## config.mk

```make
export PLATFORM = sky130hd
export DESIGN_NAME = mem_stage
export DESIGN_NICKNAME = d
export VERILOG_FILES = /design/src/rtl/mem_stage.sv
export SDC_FILE = /design/constraint.sdc
export NUM_CORES = 1
export LEC_CHECK = 0
export CORE_AREA = 10 10 133 135
export CTS_BUF_LIST = sky130_fd_sc_hd__clkbuf_2 sky130_fd_sc_hd__clkbuf_4 sky130_fd_sc_hd__clkbuf_8
export CTS_CLUSTER_SIZE = 20
export DETAILED_ROUTE_END_ITERATION = 10
export DIE_AREA = 0 0 143 145
export PLACE_DENSITY = 0.89
export SLEW_MARGIN = 20
export SYNTH_ARGS = -nofsm -noshare
export SYNTH_HDL_FRONTEND = slang
export SYNTH_SLANG_ARGS = --single-unit
```

## constraint.sdc

```tcl
create_clock -name clk -period 4.55 [get_ports clk]
set_input_delay 1.365 -clock clk [delete_from_list [all_inputs] [get_ports clk]]
set_output_delay 1.365 -clock clk [all_outputs]
set_load 0.01 [all_outputs]
```

## src/rtl/mem_stage.sv

```systemverilog
// Memory-access stage: word loads/stores over a req/ack data-memory port,
// stalls EX/MEM while an access is outstanding and registers the writeback bundle.
module mem_stage #(
    parameter int TIMEOUT = 16
) (
    input  logic        clk,
    input  logic        reset,
    input  logic [31:0] alu_result_MM,
    input  logic [31:0] pc_MM,
    input  logic [31:0] R1_data_MM,
    input  logic [4:0]  R3_addr_MM,
    input  logic        mem_rw_MM,
    input  logic [1:0]  R3_dcntrl_MM,
    input  logic [5:0]  opcode_MM,
    input  logic [2:0]  flags_MM,
    output logic        dmem_req,
    output logic        dmem_we,
    output logic [31:0] dmem_addr,
    output logic [31:0] dmem_wdata,
    input  logic [31:0] dmem_rdata,
    input  logic        dmem_ack,
    output logic        stall,
    output logic [31:0] wb_data_WB,
    output logic [4:0]  R3_addr_WB,
    output logic [1:0]  R3_dcntrl_WB,
    output logic [31:0] pc_WB,
    output logic [5:0]  opcode_WB,
    output logic [2:0]  flags_WB,
    output logic        mem_err
);

    localparam int CNT_W = $clog2(TIMEOUT);
    localparam logic [CNT_W-1:0] CNT_LAST = CNT_W'(TIMEOUT - 1);

    typedef enum logic {IDLE, BUSY} state_e;

    state_e           state_q, state_d;
    logic [CNT_W-1:0] cnt_q, cnt_d;
    logic             req_q, req_d, we_q, we_d, err_q, err_d;
    logic [31:0]      addr_q, addr_d, wdata_q, wdata_d;
    logic [31:0]      wb_data_q, wb_data_d, wb_pc_q, wb_pc_d;
    logic [4:0]       wb_r3_q, wb_r3_d;
    logic [1:0]       wb_dc_q, wb_dc_d;
    logic [5:0]       wb_op_q, wb_op_d;
    logic [2:0]       wb_fl_q, wb_fl_d;
    logic             memop, misal;

    assign memop = mem_rw_MM | (R3_dcntrl_MM == 2'b10);
    assign misal = memop & (alu_result_MM[1:0] != 2'b00);

    always_comb begin
        state_d   = state_q;
        cnt_d     = cnt_q;
        req_d     = req_q;
        we_d      = we_q;
        addr_d    = addr_q;
        wdata_d   = wdata_q;
        err_d     = err_q;
        stall     = 1'b0;
        // Bubble by default; only a completed instruction overrides it.
        wb_data_d = '0;
        wb_pc_d   = '0;
        wb_r3_d   = '0;
        wb_dc_d   = '0;
        wb_op_d   = '0;
        wb_fl_d   = '0;
        case (state_q)
            IDLE: begin
                if (!memop) begin
                    wb_data_d = (R3_dcntrl_MM == 2'b11) ? pc_MM + 32'd4 : alu_result_MM;
                    wb_pc_d   = pc_MM;
                    wb_r3_d   = R3_addr_MM;
                    wb_dc_d   = R3_dcntrl_MM;
                    wb_op_d   = opcode_MM;
                    wb_fl_d   = flags_MM;
                end else if (misal) begin
                    err_d = 1'b1;
                end else begin
                    stall   = 1'b1;
                    req_d   = 1'b1;
                    we_d    = mem_rw_MM;
                    addr_d  = alu_result_MM;
                    wdata_d = R1_data_MM;
                    cnt_d   = '0;
                    state_d = BUSY;
                end
            end
            BUSY: begin
                if (dmem_ack) begin
                    wb_data_d = mem_rw_MM ? alu_result_MM : dmem_rdata;
                    wb_pc_d   = pc_MM;
                    wb_r3_d   = R3_addr_MM;
                    wb_dc_d   = mem_rw_MM ? 2'b00 : R3_dcntrl_MM;
                    wb_op_d   = opcode_MM;
                    wb_fl_d   = flags_MM;
                    req_d     = 1'b0;
                    state_d   = IDLE;
                end else if (cnt_q == CNT_LAST) begin
                    err_d   = 1'b1;
                    req_d   = 1'b0;
                    state_d = IDLE;
                end else begin
                    stall = 1'b1;
                    cnt_d = cnt_q + 1'b1;
                end
            end
            default: state_d = IDLE;
        endcase
    end

    always_ff @(posedge clk) begin
        if (reset) begin
            state_q   <= IDLE;
            cnt_q     <= '0;
            req_q     <= 1'b0;
            we_q      <= 1'b0;
            addr_q    <= '0;
            wdata_q   <= '0;
            err_q     <= 1'b0;
            wb_data_q <= '0;
            wb_pc_q   <= '0;
            wb_r3_q   <= '0;
            wb_dc_q   <= '0;
            wb_op_q   <= '0;
            wb_fl_q   <= '0;
        end else begin
            state_q   <= state_d;
            cnt_q     <= cnt_d;
            req_q     <= req_d;
            we_q      <= we_d;
            addr_q    <= addr_d;
            wdata_q   <= wdata_d;
            err_q     <= err_d;
            wb_data_q <= wb_data_d;
            wb_pc_q   <= wb_pc_d;
            wb_r3_q   <= wb_r3_d;
            wb_dc_q   <= wb_dc_d;
            wb_op_q   <= wb_op_d;
            wb_fl_q   <= wb_fl_d;
        end
    end

    assign dmem_req     = req_q;
    assign dmem_we      = we_q;
    assign dmem_addr    = addr_q;
    assign dmem_wdata   = wdata_q;
    assign mem_err      = err_q;
    assign wb_data_WB   = wb_data_q;
    assign pc_WB        = wb_pc_q;
    assign R3_addr_WB   = wb_r3_q;
    assign R3_dcntrl_WB = wb_dc_q;
    assign opcode_WB    = wb_op_q;
    assign flags_WB     = wb_fl_q;

endmodule

```

# [After elaboration in Yosys (flattened, before gate mapping)]
# Cells that the tools add are included.
[totals] output_inout_bits=148 in_bits=148 word_cells=75 register_bits=152
[classes] muxes=41 addsub=2 n_bitwise=4 reduce_logical=5 n_eq_ne=10
[op_table] op="32-bit two-way mux" count=6
[op_table] op="32-bit one-hot mux with 2 select lines" count=2
[op_table] op="32-bit by 3-bit adder with 32-bit output, second input constant" count=1
[op_table] op="4-bit two-way mux" count=4
[op_table] op="1-bit two-way mux" count=12
[op_table] op="6-bit two-way mux" count=2
[op_table] op="6-bit one-hot mux with 2 select lines" count=1
[op_table] op="5-bit two-way mux" count=2
[op_table] op="2-bit inequality test, second input constant" count=5
[op_table] op="5-bit one-hot mux with 2 select lines" count=1
[op_table] op="4-bit one-hot mux with 2 select lines" count=1
[op_table] op="4-bit AND reduction" count=2
[op_table] op="2-bit two-way mux" count=3
[op_table] op="3-bit two-way mux" count=2
[op_table] op="1-bit one-hot mux with 2 select lines" count=3
[op_table] op="3-bit one-hot mux with 2 select lines" count=1
[op_table] op="3-bit AND reduction" count=2
[op_table] op="4-bit by 1-bit adder with 4-bit output, second input constant" count=1
[op_table] op="2-bit equality test, second input constant" count=2
[op_table] op="4-bit equality test, second input constant" count=1
[op_table] op="2-bit one-hot mux with 2 select lines" count=1
[op_table] op="3-bit by 2-bit inequality test with 1-bit output, second input constant" count=1
[op_table] op="2-bit by 1-bit inequality test with 1-bit output, second input constant" count=1
[op_table] op="1-bit inverter" count=2
[op_table] op="other kinds (3)" count=3

# [Longest topological paths before layout]
[logic_depth] ltp_word=6 mapped_depth=7 mapped_depth_nobuf=6

# [Worst setup path after synthesis]
# No wires, ideal clock.
[synth_timing] path_type="input -> output" start="input port dmem_ack" end="output port stall" t_required_ns=3.185 arrival_time_ns=1.970 path_slack_ns=1.215 cell_stages=3 path_buffers=0 path_cell_list="nand2b_1 > a31oi_1 > nand2b_1"
[synth_via] elab_chain_len=2
[synth_lines] item="start, declared" line="21" rtl="input logic dmem_ack,"
[synth_lines] item="1-bit two-way mux" line="89" rtl="if (dmem_ack) begin"
[synth_lines] item="1-bit one-hot mux with 2 select lines" line="67" rtl="case (state_q)"
[synth_lines] item="end, declared" line="22" rtl="output logic stall,"
# Every way passes these cells.

# [Worst setup path in the final report]
# Ends and elaborated chain as after synthesis.

==> results.toml <==
[run_status]
status = "finished clean"

[job]
cap_violations = 0

[worst_setup_path]
cp_cell_sequence = "clkdlybuf4s50_1 > nand2b_1 > a31oi_1 > nand2b_1 > clkdlybuf4s50_1"
cp-end-kind = "primary output"
start_kind = "primary input"
worstSetupPathType = "primary input to primary output"
critPathRequiredTime_ns = 3.18
critPathMaxStageDelay_ns = 0.59
worst-path-max-fanout = 4
cp_slowest_cell = "clkdlybuf4s50_1"
arrival_ns = 2.98

[final_layout]
fill_cells = 1252
syn2layout_area_growth_pct = 58.4
antennaDiodeCount = 0
drive_above_1_share_pct = 6.42
stdcell_area_um2 = 9400
layout.nets = 1121

[yosys]
synthesis.instances = 684
synth-main-ff-cell = "dfxtp_1"
netlist_area_um2 = 5930
yosysUniqueCellTypes = 43
yosys_warnings = 0
yosysSeqAreaShare_pct = 51.3
synth_nets = 834
avgSynthCellArea_um2 = 8.67
synth_edf_count = 0
async_reset_ff_share_pct = 0
ys_ff_latch = 152

[detailed_routing]
drt_iter0_drc = 490
drtPass1Iterations = 6
routedWlPerCell_um = 19.9
via_count = 6055
drc = 0
routed_wl_mm = 23.3
viasPerCell = 5.18
ant_nets = 0

[sta]
rsz0062_at_grt = "false"
final_max_slew_viol_count = 0
finalHoldViolations = 0
worst_slew_pin_slew_ns = 0.993
fin_crit_sh_pct = 95.5
fmax_mhz = 230
setup_viol_count_final = 0
fin_crit_ns = 4.35
fin_setup_tns_ns = 0
fin_worst_skew_ns = 0.00726
max_slew_margin_pct = 33.3

[clock_tree]
cts_buffers = 17
htree_levels = 4
cts_resized = 0
cts.reportedPaths.clkPinSlew_ns = 0.08
cts.path.max_buffers = 2
post-cts-setup-buffers = 0
clkLatencyLatePin_ns = 0.45
tritoncts = "built"
cts_root_buf = "clkbuf_8"
postCtsHoldBufs = 0
cts.sinks = 152

[power]
power_leakage_nw = 3.43
ir_worst_vdd_mv = 0.216
powerDensity_nw_per_um2 = 300
finalPower_mw = 2.82

[place]
gp_congestion = 0.897
dpl.hpwl_mm = 17.8
placedInstanceArea_um2 = 9060
numPortBuffers = 295

[global_routing]
grt_max_degree = 67
grt_pass1_wl_mm = 34.8
antenna_found_initial = 0
grt_pass1_vias = 6003
grt_usage_pct = 21.5
grt_overflow = 0

[die]
die_w_um = 143
coreArea_um2 = 15000
io_pins = 296
die_h_um = 145
start_util_pct = 39.5
rows = 45
die_area_um2 = 20700

[hold_path]
hold_class = "flop to flop"
## critical path, delay by kind of cell
family	cells	cell delay, ns
simple gates	2	0.39
compound gates	1	0.21
buf+inv	2	1.01
## worst paths after layout
kind / cells after the start / slack (ns) / from / end
setup / recovery: 5 / 0.20 / dmem_ack / stall
hold / removal: 2 / 0.46 / dmem_wdata[14] / dmem_wdata[14]
setup reg to reg: 5 / 2.56 / state_q / R3_dcntrl_WB[1]
hold reg to reg: 2 / 0.46 / dmem_wdata[14] / dmem_wdata[14]
## synth_stat cells (2+ instances only)
library cell,n,area (um^2)
dfxtp_1,152,3040
and2_1,48,300
xor2_1,18,158
inv_1,6,22.5
nand2b_1,3,18.8
clkbuf_1,31,116
o21ai_0,17,85.1
nor2_1,33,124
a222oi_1,2,20.0
nand3_1,13,65.1
mux2_2,8,90.1
ha_1,2,25.0
nor2b_1,2,12.5
nand2_1,148,556
nor3b_1,3,22.5
nor3_1,10,50.1
o32ai_1,3,26.3
a22oi_1,12,90.1
nand4b_1,2,17.5
xnor2_1,11,96.3
nand4_1,11,68.8
a21oi_1,82,410
o22ai_1,10,62.6
and3_1,6,37.5
a211oi_1,4,30.0
a31oi_1,7,43.8
buf_4,2,15.0
buf_2,9,45.0
mux2i_1,13,130
o211ai_1,3,22.5
## final cells by class
cell class	count	area (um^2)	share of cell area (%)
multi-input combinational	483	2700	28.7
clock inverter	8	51.3	0.546
inverter	6	22.5	0.240
tap	188	235	2.50
clock buffer	22	284	3.02
timing repair buffer	311	3070	32.6
sequential	152	3040	32.4
## where the power goes
| group | internal, mW | switching (mW) | total (mW) |
|---|---|---|---|
| clock network | 0.414 | 0.499 | 0.913 |
| registers | 1.39 | 0.0212 | 1.41 |
| logic | 0.274 | 0.225 | 0.498 |
| total | 2.07 | 0.745 | 2.82 |
## routing by layer
metal	vias to the layer above	share of wire, %	global-route usage, %
met5	-	0	0
met4	0	1.6	7.12
met3	28	10	7.56
met2	300	51	37.8
met1	2833	37	23.4
li1	2894	-	-
## registers in the layout, summed over array words and instances, names as in the netlist
name,cells
dmem_addr,32
cnt_q,4
state_q,1
dmem_wdata,32
R3_dcntrl_WB,2
R3_addr_WB,5
wb_data_WB,32
flags_WB,3
mem_err,1
dmem_req,1
opcode_WB,6
dmem_we,1
pc_WB,32
## through the flow
step | util, % | setup WS, ns | hold WS (ns) | instances
2_1_floorplan | - | 1.22 | 0.481 | 684
3_3_place_gp | 60.3 | 0.250 | 0.441 | 1140
3_5_place_dp | 60.3 | 0.220 | 0.446 | 1140
4_1_cts | 62.5 | 0.210 | 0.457 | 1170
5_1_grt | 62.5 | 0.116 | 0.472 | 1170
6_report | 62.5 | 0.204 | 0.455 | 1170
## cell families (layout without fill, tap and decap cells)
logic type	after synthesis	after routing	share of synthesized area (%)
compound gates	147	147	14.7
xor+xnor	29	29	4.28
fa+ha+maj	2	2	0.422
buf+inv	49	347	3.42
flops	152	152	51.3
mux	21	21	3.71
simple gates	284	284	22.2
## layout by cell type, fill, tap and decap left out, types with 17 or more instances in the layout
cell type and count:
a21oi_1 81, and2_1 48, buf_4 17, clkbuf_8 19, clkdlybuf4s50_1 293, dfxtp_1 152
nand2_1 148, nor2_1 33, o21ai_0 17, xor2_1 18
Note: power is estimated with default switching activity, not from simulation.
